===== src/rtl/cpu_axi_master.sv =====
// cpu_axi_master
//   Upstream AXI master in front of the SRAM-side AXI slave bridge. Two
//   core-side clients share it: instruction fetch (read-only) and load/store
//   (read/write). Each accepted request becomes exactly one single-beat AXI
//   transaction, and only one transaction is in flight at any time.
//
//   Optional feature macro: AXI_MST_RESP_ERR_EN
//     defined   -> adds inst_err / data_err, registered alongside the client
//                  rvalid pulse (1 when rresp/bresp != OKAY)
//     undefined -> no error ports; rresp/bresp are ignored
//
// Ports
//   aclk, aresetn                 clock, asynchronous active-low reset
//   inst_req/addr/ack             fetch request, held until inst_ack
//   inst_rvalid/rdata             one-cycle pulse with the fetched word
//   data_req/we/addr/wstrb/wdata  load/store request, held until data_ack
//   data_ack                      load/store accepted this cycle
//   data_rvalid/rdata             one-cycle pulse: load data / store done (rdata=0)
//   m_ar*, m_r*, m_aw*, m_w*, m_b* AXI master channels
//   inst_err, data_err            (AXI_MST_RESP_ERR_EN only) error flags
module cpu_axi_master #(
  parameter int ADDR_W = 32,
  parameter int DATA_W = 32,
  parameter int ID_W   = 4
) (
  input  logic                  aclk,
  input  logic                  aresetn,
  // instruction fetch client
  input  logic                  inst_req,
  input  logic [ADDR_W-1:0]     inst_addr,
  output logic                  inst_ack,
  output logic                  inst_rvalid,
  output logic [DATA_W-1:0]     inst_rdata,
  // load/store client
  input  logic                  data_req,
  input  logic                  data_we,
  input  logic [ADDR_W-1:0]     data_addr,
  input  logic [DATA_W/8-1:0]   data_wstrb,
  input  logic [DATA_W-1:0]     data_wdata,
  output logic                  data_ack,
  output logic                  data_rvalid,
  output logic [DATA_W-1:0]     data_rdata,
  // AXI read address channel
  output logic [ADDR_W-1:0]     m_araddr,
  output logic [ID_W-1:0]       m_arid,
  output logic [7:0]            m_arlen,
  output logic [2:0]            m_arsize,
  output logic [1:0]            m_arburst,
  output logic                  m_arlock,
  output logic [3:0]            m_arcache,
  output logic [2:0]            m_arprot,
  output logic                  m_arvalid,
  input  logic                  m_arready,
  // AXI read data channel
  input  logic [ID_W-1:0]       m_rid,
  input  logic [DATA_W-1:0]     m_rdata,
  input  logic [1:0]            m_rresp,
  input  logic                  m_rlast,
  input  logic                  m_rvalid,
  output logic                  m_rready,
  // AXI write address channel
  output logic [ADDR_W-1:0]     m_awaddr,
  output logic [ID_W-1:0]       m_awid,
  output logic [7:0]            m_awlen,
  output logic [2:0]            m_awsize,
  output logic [1:0]            m_awburst,
  output logic                  m_awlock,
  output logic [3:0]            m_awcache,
  output logic [2:0]            m_awprot,
  output logic                  m_awvalid,
  input  logic                  m_awready,
  // AXI write data channel
  output logic [ID_W-1:0]       m_wid,
  output logic [DATA_W-1:0]     m_wdata,
  output logic [DATA_W/8-1:0]   m_wstrb,
  output logic                  m_wlast,
  output logic                  m_wvalid,
  input  logic                  m_wready,
  // AXI write response channel
  input  logic [ID_W-1:0]       m_bid,
  input  logic [1:0]            m_bresp,
  input  logic                  m_bvalid,
  output logic                  m_bready
`ifdef AXI_MST_RESP_ERR_EN
  ,
  output logic                  inst_err,
  output logic                  data_err
`endif
);

  localparam int STRB_W = DATA_W / 8;
  localparam logic [2:0] AXI_SIZE = 3'($clog2(STRB_W));

  localparam logic [2:0] S_IDLE = 3'd0;
  localparam logic [2:0] S_AR   = 3'd1;
  localparam logic [2:0] S_R    = 3'd2;
  localparam logic [2:0] S_WR   = 3'd3;
  localparam logic [2:0] S_B    = 3'd4;

  logic [2:0]        state;
  logic [2:0]        state_nxt;
  logic              last_grant_data;   // 1: data client was granted last
  logic              grant_inst;
  logic              grant_data;

  logic [ADDR_W-1:0] cap_addr;
  logic              cap_is_data;       // owner of the in-flight transaction
  logic [STRB_W-1:0] cap_wstrb;
  logic [DATA_W-1:0] cap_wdata;

  logic              aw_done;
  logic              w_done;

  logic              ar_hs;
  logic              r_hs;
  logic              aw_hs;
  logic              w_hs;
  logic              b_hs;

  // Round robin: on contention the client that did not win last time wins.
  always_comb begin
    grant_inst = (state == S_IDLE) && inst_req && (!data_req || last_grant_data);
    grant_data = (state == S_IDLE) && data_req && !grant_inst;
  end

  assign inst_ack = grant_inst;
  assign data_ack = grant_data;

  // Valids are decoded from the state register, so they drop as soon as
  // aresetn clears the state and stay stable until their handshake.
  assign m_arvalid = (state == S_AR);
  assign m_rready  = (state == S_R);
  assign m_awvalid = (state == S_WR) && !aw_done;
  assign m_wvalid  = (state == S_WR) && !w_done;
  assign m_bready  = (state == S_B);

  assign ar_hs = m_arvalid && m_arready;
  assign r_hs  = m_rvalid  && m_rready;
  assign aw_hs = m_awvalid && m_awready;
  assign w_hs  = m_wvalid  && m_wready;
  assign b_hs  = m_bvalid  && m_bready;

  // Read and write channels carry the same captured request payload.
  assign m_araddr  = cap_addr;
  assign m_arid    = cap_is_data ? ID_W'(1) : '0;
  assign m_arlen   = '0;
  assign m_arsize  = AXI_SIZE;
  assign m_arburst = 2'b01;
  assign m_arlock  = 1'b0;
  assign m_arcache = '0;
  assign m_arprot  = '0;

  assign m_awaddr  = cap_addr;
  assign m_awid    = cap_is_data ? ID_W'(1) : '0;
  assign m_awlen   = '0;
  assign m_awsize  = AXI_SIZE;
  assign m_awburst = 2'b01;
  assign m_awlock  = 1'b0;
  assign m_awcache = '0;
  assign m_awprot  = '0;

  assign m_wid     = m_awid;
  assign m_wdata   = cap_wdata;
  assign m_wstrb   = cap_wstrb;
  assign m_wlast   = 1'b1;

  // Single-beat transactions: rid/rlast/bid carry no extra information.
  logic unused_ok;
`ifdef AXI_MST_RESP_ERR_EN
  assign unused_ok = ^{m_rid, m_rlast, m_bid};
`else
  assign unused_ok = ^{m_rid, m_rlast, m_bid, m_rresp, m_bresp};
`endif

  always_comb begin
    state_nxt = state;
    case (state)
      S_IDLE: begin
        if (grant_inst)      state_nxt = S_AR;
        else if (grant_data) state_nxt = data_we ? S_WR : S_AR;
      end
      S_AR:    if (ar_hs) state_nxt = S_R;
      S_R:     if (r_hs)  state_nxt = S_IDLE;
      // Either handshake may already be done or be happening this cycle.
      S_WR:    if ((aw_done || aw_hs) && (w_done || w_hs)) state_nxt = S_B;
      S_B:     if (b_hs)  state_nxt = S_IDLE;
      default: state_nxt = S_IDLE;
    endcase
  end

  always_ff @(posedge aclk or negedge aresetn) begin
    if (!aresetn) begin
      state           <= S_IDLE;
      last_grant_data <= 1'b1;
      cap_addr        <= '0;
      cap_is_data     <= 1'b0;
      cap_wstrb       <= '0;
      cap_wdata       <= '0;
      aw_done         <= 1'b0;
      w_done          <= 1'b0;
      inst_rvalid     <= 1'b0;
      inst_rdata      <= '0;
      data_rvalid     <= 1'b0;
      data_rdata      <= '0;
`ifdef AXI_MST_RESP_ERR_EN
      inst_err        <= 1'b0;
      data_err        <= 1'b0;
`endif
    end else begin
      state       <= state_nxt;
      inst_rvalid <= 1'b0;
      data_rvalid <= 1'b0;

      if (grant_inst) begin
        last_grant_data <= 1'b0;
        cap_addr        <= inst_addr;
        cap_is_data     <= 1'b0;
        cap_wstrb       <= '0;
        cap_wdata       <= '0;
      end else if (grant_data) begin
        last_grant_data <= 1'b1;
        cap_addr        <= data_addr;
        cap_is_data     <= 1'b1;
        cap_wstrb       <= data_wstrb;
        cap_wdata       <= data_wdata;
      end

      // Done flags are cleared while idle so every WR visit starts fresh.
      if (state == S_IDLE) begin
        aw_done <= 1'b0;
        w_done  <= 1'b0;
      end else if (state == S_WR) begin
        if (aw_hs) aw_done <= 1'b1;
        if (w_hs)  w_done  <= 1'b1;
      end

      if (r_hs) begin
        if (cap_is_data) begin
          data_rvalid <= 1'b1;
          data_rdata  <= m_rdata;
`ifdef AXI_MST_RESP_ERR_EN
          data_err    <= (m_rresp != 2'b00);
`endif
        end else begin
          inst_rvalid <= 1'b1;
          inst_rdata  <= m_rdata;
`ifdef AXI_MST_RESP_ERR_EN
          inst_err    <= (m_rresp != 2'b00);
`endif
        end
      end

      if (b_hs) begin
        data_rvalid <= 1'b1;
        data_rdata  <= '0;
`ifdef AXI_MST_RESP_ERR_EN
        data_err    <= (m_bresp != 2'b00);
`endif
      end
    end
  end

endmodule


===== config.mk =====
export PLATFORM = sky130hd
export DESIGN_NAME = cpu_axi_master
export DESIGN_NICKNAME = d
export VERILOG_FILES = /design/src/rtl/cpu_axi_master.sv
export SDC_FILE = /design/constraint.sdc
export NUM_CORES = 1
export LEC_CHECK = 0
export ABC_AREA = 1
export CORE_AREA = 2 2 150 152
export DETAILED_ROUTE_END_ITERATION = 12
export DIE_AREA = 0 0 152 154
export GPL_ROUTABILITY_DRIVEN = 0
export PLACE_DENSITY = 0.69
export SLEW_MARGIN = 5
export SYNTH_ARGS = -nofsm -noshare
export SYNTH_HDL_FRONTEND = slang
export SYNTH_SLANG_ARGS = --single-unit

===== constraint.sdc =====
create_clock -name aclk -period 1.3 [get_ports aclk]
set_input_delay 0.13 -clock aclk [delete_from_list [all_inputs] [get_ports aclk]]
set_output_delay 0.13 -clock aclk [all_outputs]
set_load 0.01 [all_outputs]

== After elaboration in Yosys (flattened, before gate mapping) ==
Index checks and enable logic that the tools add are counted.

* Bits in registers: 141
* Input bits: 155
* Output and inout bits: 228
* Logic and storage cells: 84

* Equal/unequal tests: 9
* Multiplexer cells: 31
* Bitwise logic cells: 1
* Reduce and logical (&&, ||, !) cells: 31

{| class="wikitable"
|+ Operators by type and width
! operator !! count
|-
| $mux W32 || 7
|-
| $mux W3 || 6
|-
| $pmux W3 S5 || 1
|-
| $mux W1 || 14
|-
| $logic_and A1 B1 Y1 || 12
|-
| $reduce_bool A2 Y1 || 6
|-
| $mux W4 || 2
|-
| $ne A2 B1 Y1 const B || 4
|-
| $reduce_and A2 Y1 || 4
|-
| $eq A3 B2 Y1 const B || 2
|-
| $reduce_and A5 Y1 || 1
|-
| $logic_not A1 Y1 || 4
|-
| $eq A3 B1 Y1 const B || 1
|-
| $eq A3 B3 Y1 const B || 1
|-
| $logic_not A3 Y1 || 1
|-
| $logic_or A1 B1 Y1 || 3
|-
| $ne A3 B3 Y1 const B || 1
|-
| $mux W2 || 1
|-
| $not A1 Y1 || 1
|}

== Depth between registers and ports, before layout ==
Gate-level depths: netlist of the first run.

* Depth after elaboration: 8
* Gate-level depth with buffers: 9

== Least setup slack after synthesis of the first run ==
OpenSTA, ideal clock, no wires.

* Path kind: register to register
* Start: reg state[0]
* End: reg inst_rdata[10]
* Arrival time: 1.300 ns
* Data required time: 1.179 ns
* Setup slack: -0.120 ns
* Stages on the path, launching flop included: 8
* Buffers on the path: 3
* Period minus slack after synthesis: 1.420 ns
* Cell sequence: dfrtp_1 > buf_4 > nor3_4 > nand3_2 > buf_6 > buf_2 > nand2_1 > o21ai_1

* Cells in the longest elaborated chain, start to end: 3

{| class="wikitable"
|+ Ends and longest elaborated chain
! item !! line !! source
|-
| start, declared || 100 || <nowiki>logic [2:0] state;</nowiki>
|-
| start signal, assigned || 210 || <nowiki>state <= state_nxt;</nowiki>
|-
| $eq A3 B2 Y1 || 132 || <nowiki>assign m_rready = (state == S_R);</nowiki>
|-
| net m_rready || 60 || <nowiki>output logic m_rready,</nowiki>
|-
| $logic_and A1 B1 Y1 || 138 || <nowiki>assign r_hs = m_rvalid && m_rready;</nowiki>
|-
| $reduce_and A2 Y1 (no line) || n/a ||
|-
| end signal, assigned || 246 || <nowiki>inst_rdata <= m_rdata;</nowiki>
|-
| end, declared || 33 || <nowiki>output logic [DATA_W-1:0] inst_rdata,</nowiki>
|}

The timed path passes the listed nets, and every way through them passes these cells.
A chain may end at the register's enable or synchronous reset.

== Worst setup path in the final report of the first run ==
* Start: reg state[0]
* End: reg inst_rdata[30]

* Cells in the longest elaborated chain, start to end: 3

{| class="wikitable"
|+ Ends and longest elaborated chain
! item !! line
|-
| $eq A3 B2 Y1 || 132
|-
| $logic_and A1 B1 Y1 || 138
|-
| $reduce_and A2 Y1 (no line) || n/a
|}

Every way passes these cells.

==> results of run 1 <==
## Yosys cell counts, types with 3 or more instances
| cell | number | area (sq um) |
|---|---|---|
| buf_4 | 89 | 668.1 |
| dfrtp_1 | 140 | 3503 |
| inv_2 | 3 | 11.26 |
| buf_2 | 9 | 45.04 |
| nand4_1 | 3 | 18.77 |
| nor2_1 | 11 | 41.29 |
| a31oi_1 | 5 | 31.28 |
| nand3_1 | 92 | 460.4 |
| nand2_1 | 218 | 818.3 |
| o21ai_1 | 59 | 295.3 |
| inv_1 | 48 | 180.2 |
| buf_6 | 15 | 168.9 |
| clkbuf_1 | 9 | 33.78 |
| o21ai_0 | 7 | 35.03 |
## worst max path at each step
stage | from | slack (ps) | to | cells after the start
floorplan | state[1] | -110 | data_rdata[23] | 7
global placement | inst_req | -410 | data_ack | 6
detailed placement | inst_req | -420 | data_ack | 6
CTS | state[0] | -390 | data_ack | 7
global route | state[0] | -450 | m_araddr[15] | 10
finish | state[0] | -350 | inst_rdata[30] | 9
## layer usage
| layer | GRT usage, % | part of all wire (%) | wire, um |
|---|---|---|---|
| met5 | 0 | 0 | 0 |
| met1 | 24.83 | 43 | 10360 |
| met3 | 4.453 | 5.6 | 1342 |
| met2 | 30.91 | 49 | 11780 |
| met4 | 5.429 | 1.9 | 449 |
## kinds of logic after synthesis
kind of cell	share of synthesized area, %
AND/OR/NAND/NOR	22.17
buffers and inverters	17.27
other	0.1158
flip-flops	54.43
AO/OA/AOI/OAI	6.020
## flip-flops by register name (all words and copies together), names as in the netlist, 3 cells and up
name,flops
state,3
inst_rdata,32
m_araddr,32
m_wdata,32
data_rdata,32
m_wstrb,4
## layout make-up
| cell class | instances | area, sq um |
|---|---|---|
| sequential | 141 | 3533 |
| clock buffer | 18 | 429.2 |
| tap | 280 | 350.3 |
| inverter | 52 | 217.7 |
| multi-input combinational | 459 | 2315 |
| timing repair buffer | 400 | 4161 |
| clock inverter | 14 | 207.7 |
| fill | 1964 | 10470 |
## where the power goes
| group | internal (mW) | switching (mW) | total, mW |
|---|---|---|---|
| Combinational | 6.83 | 6.96 | 13.8 |
| Clock | 3.26 | 2.05 | 5.31 |
| Sequential | 6.46 | 1.35 | 7.81 |
## timing repair
| item | 4_1_cts | 5_1_grt |
|---|---|---|
| setup endpoints to repair | 313 | 168 |
| pin swaps | 5 | 14 |
| resized for setup | 258 | 99 |
| hold buffers | 1 | 0 |
| gates cloned | 9 | 10 |
| hold endpoints to repair | 125 | 0 |
| setup buffers | 22 | 10 |
## stage by stage
step           power, mW  instances  hold WS [ps]  worst slack, ps  utilization, %
2_1_floorplan      14.18        776        -165.6           -108.4               -
3_3_place_gp       20.22       1282         62.51           -409.0           44.57
3_5_place_dp       20.47       1282         65.76           -421.8           44.57
4_1_cts            25.47       1346         209.8           -388.4           48.93
5_1_grt            28.58       1364         228.4           -449.7           51.71
6_report           26.92       1364         208.0           -348.3           51.71
==> impl_metrics.toml, run 1 <==
[outcome]
outcome = "finished with violations"
violations = "setup timing"

[yosys]
ys_seq_elements = 141
synthesis.area_sq_um = 6485
syn_area_per_cell_sq_um = 8.932
syn_inst = 726
synth_edf_count = 0
yosysWarnings = 0
ys_seq_area_share_pct = 54.43
synthFlopType = "dfrtp_1"
async_flop_share_pct = 100.0
ys_types = 28

[clock_tree]
cts_tree = "yes"
root_buffer = "clkbuf_16"
clock_path_buffers = 2
cts_made_buffers = 17
clk_latency_ps = 410
clock-sinks = 141
htreeDepth = 4
cts.clk_slew.worst_paths_ps = 60

[critical_path]
arrival_ps = 1950
worstReg2RegStart = "state[0]"
startpoint_type = "register"
cp_slowest_cell = "dfrtp_1"
path_buf_inv = 5
required_ps = 1600
crit_type = "register to register"
ff2ff_setup_slack_ps = -350
critPathMaxFanout = 8
reg2reg_depth = 9
cpLargestDelayFamily = "buffers and inverters"
path_cells = "buf_4, buf_8, nor3_4, buf_6, nand3_4, buf_12, clkbuf_16, nand2_1, o21ai_1"
cpPeakStageDelay_ps = 390
worstSetupEndpointType = "register"
r2r_end = "inst_rdata[30]"

[sta]
fin_crit_ps = 1648
max_freq_mhz = 606.7
fin_worst_skew_ps = 8.391
finalMaxSlewViolations = 0
fin_setup_tns_ps = -41350
timing.final.ws_setup_ps = -348.3
rsz0062_at_grt = "true"
hold_viol = 0
setup_viol = 145
fin_crit_sh_pct = 126.8

[global_route]
grt_pass1_wl_um = 34260
grtUsageTotal_pct = 18.80
antenna_found_initial = 0
grt_pass1_vias = 5844
grt_max_degree = 38
grt.overflow.total = 0

[worst_hold_path]
min_path_type = "input port to asynchronous set/reset pin"

[floorplanning]
initial_core_util_pct = 29.90
fp-row-count = 54
core_sq_um = 21690
die_w_um = 152
pin_count = 383
die_area_sq_um = 23410
die_y_um = 154

[detailed_routing]
wl_per_cell_um = 17.55
totalWireLength_um = 23940
drt_iter0_markers = 358
vias = 6093
drcViolationCount = 0
dr.pass1.iters = 4
viasPerCell = 4.467
postRouteAntennaNets = 0

[cells_and_area]
area_growth_pct = 72.93
final_common_cell = "nand2_1"
drive_above_1_share_pct = 19.37
layout_common_cells = "nand2_1, dlygate4sd2_1, clkdlybuf4s50_1"
fin_nets = 1226
design_area_sq_um = 11210
antenna_cells = 0

[place]
hpwl_um = 14660
place_area_sq_um = 9666
portBuffers = 317

[power_and_ir_drop]
p_leak_nw = 5.781
power_density_nw_per_um2 = 2400
ir_worst_vdd_mv = 1.471

[job]
max_cap_viol_count = 0
No activity file was read; power rests on OpenSTA's default activity.
==> run 2, diff against run 1 <==
--- a/config.mk
+++ b/config.mk
@@ -11,6 +11,7 @@
 export DIE_AREA = 0 0 152 154
 export GPL_ROUTABILITY_DRIVEN = 0
 export PLACE_DENSITY = 0.69
+export SKIP_LAST_GASP = 1
 export SLEW_MARGIN = 5
 export SYNTH_ARGS = -nofsm -noshare
 export SYNTH_HDL_FRONTEND = slang
==> run 2 against run 1 <==
Against the previous run: the flow still finishes with violations (setup timing); worst hold slack about the same; cell count up 0.29%; via count rose by 1.4%; clock-buffer cell count is the same; fmax fell by 0.68%; routed wire length grew 2.0%; sequential cell count stayed put; largest power group unchanged.
==> impl_metrics.toml, run 2 (synthesis results as in run 1) <==
[detailed_routing]
drcViolationCount = 0
totalWireLength_um = 24410
viasPerCell = 4.516
wl_per_cell_um = 17.85
dr.pass1.iters = 5
vias = 6178
postRouteAntennaNets = 0
drt_iter0_markers = 331

[sta]
fin_crit_ps = 1659
max_freq_mhz = 602.6
rsz0062_at_grt = "true"
setup_viol = 146
fin_setup_tns_ps = -39490
finalMaxSlewViolations = 0
fin_crit_sh_pct = 127.7
fin_worst_skew_ps = 9.847
timing.final.ws_setup_ps = -359.5
hold_viol = 0

[clock_tree]
cts_tree = "yes"
clk_latency_ps = 420
clock_path_buffers = 2
clock-sinks = 141
htreeDepth = 4
root_buffer = "clkbuf_16"
cts.clk_slew.worst_paths_ps = 70
cts_made_buffers = 17

[floorplanning]
pin_count = 383
initial_core_util_pct = 29.90
die_w_um = 152
die_y_um = 154
die_area_sq_um = 23410
fp-row-count = 54
core_sq_um = 21690

[critical_path]
arrival_ps = 2010
worstReg2RegStart = "state[0]"
crit_end = "m_araddr[24]"
critPathMaxFanout = 6
reg2reg_depth = 10
ff2ff_setup_slack_ps = -360
critical_path.startpoint = "state[0]"
startpoint_type = "register"
required_ps = 1650
r2r_end = "m_araddr[24]"
crit_type = "register to register"
worstSetupEndpointType = "register"

[global_route]
antenna_found_initial = 0
grt_max_degree = 38
met2_usage_pct = 30.54
use_met3_pct = 4.425
grt_pass1_wl_um = 34090
busiest_layer = "met2"
grt.overflow.total = 0
grt_use_met1_pct = 24.79
grtUsageTotal_pct = 18.72
grt_pass1_vias = 5824

[cells_and_area]
final_common_cell = "nand2_1"
fin_nets = 1230
antenna_cells = 0
area_growth_pct = 80.05
drive_above_1_share_pct = 23.99
layout_common_cells = "nand2_1, clkdlybuf4s50_1, dfrtp_1"
fillers = 1869

[power_and_ir_drop]
p_leak_nw = 6.352
total_power_mw = 27.87
power_density_nw_per_um2 = 2387
ir_worst_vdd_mv = 1.495

[job]
max_cap_viol_count = 0

[place]
portBuffers = 317
hpwl_um = 14660
dp_slack_ps = -421.8

[worst_hold_path]
min_path_type = "input port to asynchronous set/reset pin"

[outcome]
violations = "setup timing"
outcome = "finished with violations"
==> run 2: power by group <==
| part | total, mW | internal, mW | switching (mW) |
|---|---|---|---|
| combinational | 14.6 | 7.41 | 7.17 |
| clock | 5.32 | 3.26 | 2.06 |
| sequential | 7.97 | 6.47 | 1.50 |
| total | 27.9 | 17.1 | 10.7 |
==> run 2: worst min path at each step <==
stage / from / to / depth (start not counted) / slack [ps]
after detailed placement: aresetn / m_wdata[11] / 1 / 70
after global routing: aresetn / m_wdata[11] / 2 / 230
final: aresetn / m_wdata[11] / 2 / 210
after global placement: aresetn / m_wdata[11] / 1 / 60
after floorplan: aresetn / aw_done / 0 / -170
after CTS: aresetn / m_wdata[11] / 2 / 210
==> run 2: routing by layer <==
layer  part of all wire, %  vias to the layer above
met5                     0                        -
met4                   1.8                        0
met3                   5.3                       26
met2                    49                      243
met1                    44                     3011
li1                      -                     2898
==> run 2: cell type report <==
type / instances / area, sq um / area share [%]
repair buffers: 404 / 4359 / 37.33
inverters: 52 / 220.2 / 1.886
clock buffers: 18 / 429.2 / 3.676
well taps: 280 / 350.3 / 3.000
multi-input cells: 459 / 2576 / 22.06
flip-flops and latches: 141 / 3533 / 30.26
clock inverters: 14 / 207.7 / 1.779
==> run 2: critical path, stage by stage (launching register included) <==
cell       delay, ps
dfrtp_1          390
buf_6            120
nor2_4           120
nand2_2           90
a21oi_4          130
buf_4            140
buf_12           140
buf_4            120
clkbuf_16        140
nand3_1           90
nand3_2          110
==> run 2: timing repair <==
action                                  4_1_cts  5_1_grt
hold buffers                                  1        0
endpoints found under the hold margin       125        0
resized for setup                           201      219
setup buffers                                22       16
pin swaps                                     5       12
cloned                                        9       10
endpoints found under the setup margin      313      215
==> run 2: through the flow <==
stage          hold WS (ps)  std cells  cell area, sq um  util [%]
2_1_floorplan        -165.6        776              6771         -
3_3_place_gp          62.51       1282              9666     44.57
3_5_place_dp          65.76       1282              9666     44.57
4_1_cts               209.8       1346             10670     49.18
6_report              207.6       1368             11680     53.84
5_1_grt               228.4       1368             11680     53.84
==> run 3, diff against run 2 <==
--- a/config.mk
+++ b/config.mk
@@ -6,11 +6,11 @@
 export NUM_CORES = 1
 export LEC_CHECK = 0
 export ABC_AREA = 1
-export CORE_AREA = 2 2 150 152
+export CORE_AREA = 2 2 151 153
 export DETAILED_ROUTE_END_ITERATION = 12
-export DIE_AREA = 0 0 152 154
+export DIE_AREA = 0 0 153 155
 export GPL_ROUTABILITY_DRIVEN = 0
-export PLACE_DENSITY = 0.69
+export PLACE_DENSITY = 0.65
 export SKIP_LAST_GASP = 1
 export SLEW_MARGIN = 5
 export SYNTH_ARGS = -nofsm -noshare
==> constraint.sdc (replaced) <==
create_clock -name aclk -period 1.7 [get_ports aclk]
set_input_delay 0.17 -clock aclk [delete_from_list [all_inputs] [get_ports aclk]]
set_output_delay 0.17 -clock aclk [all_outputs]
set_load 0.01 [all_outputs]
==> run 3 against run 2 <==
Against the previous run: the flow now finishes without violations; final area shrank 12%; register-to-register slack gained 470 ps; setup slack better by 390 ps; cell count decreased by 3.7%; clock power fell by 23%; critical path depth shrank 4.
==> impl_metrics.toml, run 3 (synthesis results as in run 1) <==
[critical_path]
arrival_ps = 1500
startpoint_type = "register"
r2r_end = "m_wdata[15]"
worstReg2RegStart = "state[1]"
path_common_cell = "nand2_2"
ff2ff_setup_slack_ps = 110
critPathMaxFanout = 4
path_cells = "nor2_4, nand2_2, a21oi_4, nand2_2, inv_4, buf_6"
worstSetupEndpointType = "output pin"
cpPeakStageDelay_ps = 400
required_ps = 1530
crit_type = "register to output pin"
reg2reg_depth = 8
cp_slowest_cell = "dfrtp_1"

[sta]
setup_viol = 0
fin_setup_tns_ps = 0
hold_viol = 0
hold_slack_ps = 251.4
fin_crit_sh_pct = 98.17
max_freq_mhz = 599.2
finalMaxSlewViolations = 0
rsz0062_at_grt = "true"
fin_worst_skew_ps = 12.34
fin_crit_ps = 1669
timing.final.ws_setup_ps = 31.04

[detailed_routing]
drcViolationCount = 0
viasPerCell = 4.289
vias = 5653
drt_iter0_markers = 214
wl_per_cell_um = 14.80
postRouteAntennaNets = 0
totalWireLength_um = 19500
dr.pass1.iters = 6

[global_route]
grt_pass1_vias = 5597
antenna_found_initial = 1
grt_max_degree = 66
grt.overflow.total = 0
grt_pass1_wl_um = 30470
grtUsageTotal_pct = 16.26

[clock_tree]
htreeDepth = 4
root_buffer = "clkbuf_16"
cts_tree = "yes"
clock_path_buffers = 2
clk_latency_ps = 410
cts_made_buffers = 17
clock-sinks = 141
cts.clk_slew.worst_paths_ps = 60

[floorplanning]
die_area_sq_um = 23720
die_w_um = 153
die_y_um = 155
initial_core_util_pct = 29.18
fp-row-count = 55
pin_count = 383
core_sq_um = 22230

[cells_and_area]
antenna_cells = 0
drive_above_1_share_pct = 8.422
final_common_cell = "clkdlybuf4s50_1"
final_cells = 1318
fin_nets = 1177
area_growth_pct = 58.34
layout_common_cells = "clkdlybuf4s50_1, nand2_1, dfrtp_1"

[place]
hpwl_um = 14470
dp.cells = 1283
dp_slack_ps = -138.5
portBuffers = 317

[worst_hold_path]
min_path_type = "input port to asynchronous set/reset pin"

[job]
max_cap_viol_count = 0

[power_and_ir_drop]
switching_share_pct = 35.25
power_density_nw_per_um2 = 1891
p_switching_mw = 6.844
p_seq_share_pct = 30.5
comb_power_share_pct = 48.5
clkPwrFrac_pct = 21.0
ir_worst_vdd_mv = 0.6362
p_int_mw = 12.57
p_leak_nw = 4.876

[outcome]
outcome = "completed"
run 3: cell count changes in the layout (fill, tap and decap cells not counted), moves of 20 or more:
| cell | previous run | this run |
|---|---|---|
| dlygate4sd2_1 | 100 | 0 |
| nand2_2 | 22 | 2 |
| nand2_1 | 180 | 218 |
| clkdlybuf4s50_1 | 140 | 309 |
| nand3_1 | 58 | 92 |
| o21ai_1 | 36 | 59 |
| o21ai_2 | 30 | 0 |
| nand3_2 | 28 | 2 |
| dlymetal6s2s_1 | 49 | 0 |
run 3: critical path: cells and delay by family (launching register included):
kind	cells	cell delay, ps
buffers and inverters	2	180
AOI/OAI and AO/OA	1	140
DFF	1	400
and+or+nand+nor	3	370
run 3: power groups by stage:
stage	registers [mW]	clock network (mW)	logic, mW
5_1_grt	6.13	4.35	10.3
3_5_place_dp	5.97	0	9.53
3_3_place_gp	5.92	0	9.40
6_report	5.92	4.08	9.42
2_1_floorplan	6.53	0	4.09
4_1_cts	5.94	4.22	9.54
run 3: layout make-up:
cell class | instances | area, sq um
Tap cell | 285 | 356.6
Clock buffer | 17 | 425.4
Fill cell | 2133 | 11960
Multi-Input combinational cell | 459 | 2023
Sequential cell | 141 | 3531
Inverter | 52 | 197.7
Clock inverter | 13 | 215.2
Timing Repair Buffer | 351 | 3520
run 3: how the worst max path moves through the flow:
stage | endpoint | slack [ps] | start | depth (start not counted)
floorplan | inst_rdata[10] | 280 | state[0] | 7
global placement | data_ack | -140 | inst_req | 6
detailed placement | data_ack | -140 | inst_req | 6
CTS | data_ack | -30 | state[0] | 6
global route | data_ack | -70 | state[1] | 6
finish | data_ack | 30 | state[1] | 6
run 3: timing repair:
action                                  4_1_cts  5_1_grt
pin swaps                                     2        4
hold endpoints to repair                     36        0
hold buffers                                  1        0
endpoints found under the setup margin        7       16
resized for setup                            25        8
setup buffers                                 2        2
run 3: per-stage QoR:
step	utilization, %	power (mW)	area, sq um
3_3_place_gp	43.24	15.31	9610
2_1_floorplan	-	10.61	6673
6_report	46.20	19.42	10270
5_1_grt	46.20	20.76	10270
3_5_place_dp	43.24	15.50	9610
4_1_cts	46.19	19.70	10270
run 3: layer usage:
metal	vias up	GRT usage [%]	routed length [um]
met5	-	0	12
met1	2629	18.69	7865
met2	228	28.32	9826
met4	2	6.393	422
li1	2771	-	-
met3	23	5.125	1376
==> variant 1, RTL diff (settings of run 1) <==
Add a define of `AXI_MST_RESP_ERR_EN`.
--- a/src/rtl/cpu_axi_master.sv
+++ b/src/rtl/cpu_axi_master.sv
@@ -18,6 +18,8 @@
 //   data_rvalid/rdata             one-cycle pulse: load data / store done (rdata=0)
 //   m_ar*, m_r*, m_aw*, m_w*, m_b* AXI master channels
 //   inst_err, data_err            (AXI_MST_RESP_ERR_EN only) error flags
+`define AXI_MST_RESP_ERR_EN
+
 module cpu_axi_master #(
   parameter int ADDR_W = 32,
   parameter int DATA_W = 32,
Behaviour (old outputs only; new: data_err and inst_err): unchanged (Yosys induction, for registers that start in step).
==> variant 1 against run 1 <==
The run still ends with negative setup slack left; cell area increased by 5.3%; power increased by 1.6%; routed wire length increased by 2.8%; sequential cell count increased by 2; setup slack got worse by 0.016 ns; synthesized area increased by 0.54%; first-iteration DRC count increased by 1.1%; clock power decreased by 3%.
==> variant 1: results (changes against run 1) <==
metric	value	unit	change
PwrDens	2320	mW/mm2	-3.5%
PortBufs	323		+1.9%
Pleak	5.86	nW	+1.3%
Sw Pwr	10.7	mW	+2.9%
largest cells by area after synthesis	dfrtp_1, nand2_1, buf_4		
Reg clk slew, reported paths	0.07	ns	
sequential area share after synthesis	0.549		+0.00475
met2 wire len	12100	um	+3.1%
met2 usage	0.316		+0.00729
Critical Path Sink	inst_rdata[3]		
Post-DP Area	0.00985	mm2	+1.9%
Crit. Startpoint	state[1]		
root buf cell	clkbuf_16		
Clk. pwr	5.15	mW	-3%
slowest stage cell on the critical path	dfrtp_2		
crit-path max cell delay	0.40	ns	
outcome	complete, but fails checks		
Final Hold Slack	0.170	ns	-0.0380 ns
Main synth FF type	dfrtp_1		
setup_tns	-41.62	ns	-0.272 ns
Post-Layout Inst Area	0.0118	mm2	+5.3%
M1 GR Usage	0.237		-0.0115
failing checks	negative setup slack		
most frequent cells after synthesis	nand2_1, dfrtp_1, buf_4		
Worst VDD drop	1.07	mV	-27%
layout cells sized above 1	0.247		+0.0534
routed wire length	24600	um	+2.8%
Tot GR Track Use	0.189		+0.00120
Comb pwr share	0.519		+0.006
Met3 Wirelength	1590	um	+18%
nets	1256		+2.4%
first-pass GRT wire length	34800	um	+1.7%
number of global-route vias before repair	6105		+4.5%
fill cell count	1888		-3.9%
Max Used Layer	met4		
Setup-failing EPs final	148		+2.1%
Starting DRT DRC Count	362		+1.1%
crit path max fanout	7		-1
yosys warns	0		unchanged
worst-skew pair later-pin latency	0.42	ns	
DP HPWL	14700	um	+0.42%
skew final	0.00792	ns	-0.000467 ns
htree depth	4		unchanged
met3 GRT Util	0.0471		+0.00254
ant diodes	0		unchanged
largest net degree at the start of global routing	36		-5.3%
metal1 wirelength	10300	um	-0.51%
Syn Inst Count	736		+1.4%
vias per std cell	4.52		+1.2%
CTS Buf Count	17		unchanged
Post-synth ARST share	1.00		unchanged
Tightest Hold Check Type	primary input to async pin		
WL/cell	17.7	um	+0.70%
Pre-antenna DRT Iters	5		+1
initial antenna violation count	0		unchanged
Arr. time, crit path	1.98	ns	+0.03 ns
final setup margin	-0.364	ns	-0.0156 ns
variant 1: cell families (layout without fill, tap and decap cells):
| logic type | Yosys count | after routing | share of synthesized area |
|---|---|---|---|
| simple gates | 314 | 314 | 0.199 |
| buf+inv | 176 | 503 | 0.165 |
| flops | 143 | 143 | 0.549 |
| compound gates | 101 | 101 | 0.0858 |
| other cells | 2 | 52 | 0.00115 |
variant 1: layout make-up:
cell class	count	share of cell area
clock inverter	14	0.0154
sequential	143	0.303
tap	280	0.0297
inverter	52	0.0176
timing repair buffer	420	0.375
clock buffer	17	0.0360
multi-input combinational	467	0.223
variant 1: timing repair:
item | 4_1_cts | 5_1_grt
endpoints found under the hold margin | 142 | 0
setup buffers | 25 | 15
gates resized for setup | 267 | 167
pin swaps | 9 | 14
gates cloned | 12 | 13
hold buffers | 1 | 0
endpoints found under the setup margin | 319 | 158
==> variant 2, RTL diff (flow settings as in run 1) <==
Without the edit above. Reset style: synchronous (`aresetn`), changed in one clocked block. Comments in the files are not updated.
--- a/src/rtl/cpu_axi_master.sv
+++ b/src/rtl/cpu_axi_master.sv
@@ -188,7 +188,7 @@
     endcase
   end
 
-  always_ff @(posedge aclk or negedge aresetn) begin
+  always_ff @(posedge aclk) begin
     if (!aresetn) begin
       state           <= S_IDLE;
       last_grant_data <= 1'b1;
Behaviour: differs if aresetn is asserted again (counterexample within 4 cycles, from zero or initial values and one cycle with aresetn low); with aresetn held inactive, the same outputs for 4 cycles.
==> variant 2 against run 1 <==
Synthesized cell count grew 12%; the run still ends with negative setup slack left; synthesized area shrank 3.0%; routed wire length grew 6.4%; combinational power shrank 46%; cell area grew 7.8%; setup slack gained 0.0078 ns; maximum frequency grew 0.48%; first-iteration DRC count shrank 22%; via count grew 11%; critical path type unchanged; power shrank 33%; global-route usage shrank 0.87 points; sequential cell count is the same.
==> variant 2: results (changes against run 1) <==
metric	value	unit	change
outcome	complete, but fails checks		
failing checks	negative setup slack		
vias per std cell	4.68		+4.7%
WL/cell	17.6	um	+0.47%
ClkCell Share	0.0504		-0.00640
Setup-failing EPs final	147		+1.4%
DP HPWL	14900	um	+2.0%
PwrDens	1490	mW/mm2	-38%
setup bufs post-CTS	16		-27%
largest cells by area after synthesis	dfxtp_1, buf_4, nand2_1		
Starting DRT DRC Count	278		-22%
Final Hold Slack	0.307	ns	+0.0994 ns
count of multi-input gates	529		+15%
Seq area share	0.235		-0.0804
Clk. pwr	5.12	mW	-4%
slowest stage cell on the critical path	dfxtp_4		
final setup margin	-0.340	ns	+0.00783 ns
fill cell count	1933		-1.6%
Pleak	6.48	nW	+12%
Non-clock buffers	411		+2.8%
Seq pwr share	0.300		+0.010
Tot GR Track Use	0.179		-0.00869
Internal Power	11.7	mW	-29%
worst-skew pair later-pin latency	0.43	ns	+0.02 ns
fraction of area in multi-input gates	0.280		+0.0737
Synth Area in Compound Gates	0.123		+0.0628
crit-path max cell delay	0.37	ns	-0.02 ns
post-synth cell types	26		-7.1%
RR Startpoint	state[2]		
Mean Syn Cell Area	7.73	um2	-13%
Worst VDD drop	0.816	mV	-45%
Data buffer area share	0.388		+0.0166
post_cts resized	157		-39%
worst r2r dst	inst_rdata[31]		
skew final	0.0141	ns	+0.00571 ns
Tightest Hold Check Type	primary input to flip-flop		
nets	1307		+6.6%
number of global-route vias before repair	6157		+5.4%
==> variant 2: cell count changes after synthesis, moves of 8 or more <==
| cell | run 1 | this run |
|---|---|---|
| dfxtp_1 | 0 | 141 |
| dfrtp_1 | 140 | 0 |
| nand3_1 | 92 | 100 |
| o21ai_1 | 59 | 0 |
| nor2_2 | 0 | 9 |
| a21oi_1 | 1 | 69 |
| clkbuf_1 | 9 | 27 |
| o21ai_0 | 7 | 36 |
| o211ai_1 | 0 | 33 |
| nor2_1 | 11 | 69 |
| nand2_1 | 218 | 145 |
==> variant 2: stage by stage <==
stage	utilization	TNS (ns)	setup slack, ns
5_1_grt	0.558	-45.24	-0.371
4_1_cts	0.492	-48.54	-0.294
2_1_floorplan	-	-6.70	-0.0964
3_5_place_dp	0.449	-46.83	-0.394
3_3_place_gp	0.449	-43.22	-0.374
6_report	0.558	-38.00	-0.340
==> variant 2: routing by layer <==
metal,vias to the layer above,track usage
met5,-,0
met4,0,0.0596
met3,45,0.0567
met2,326,0.314
met1,3177,0.207
li1,3211,-
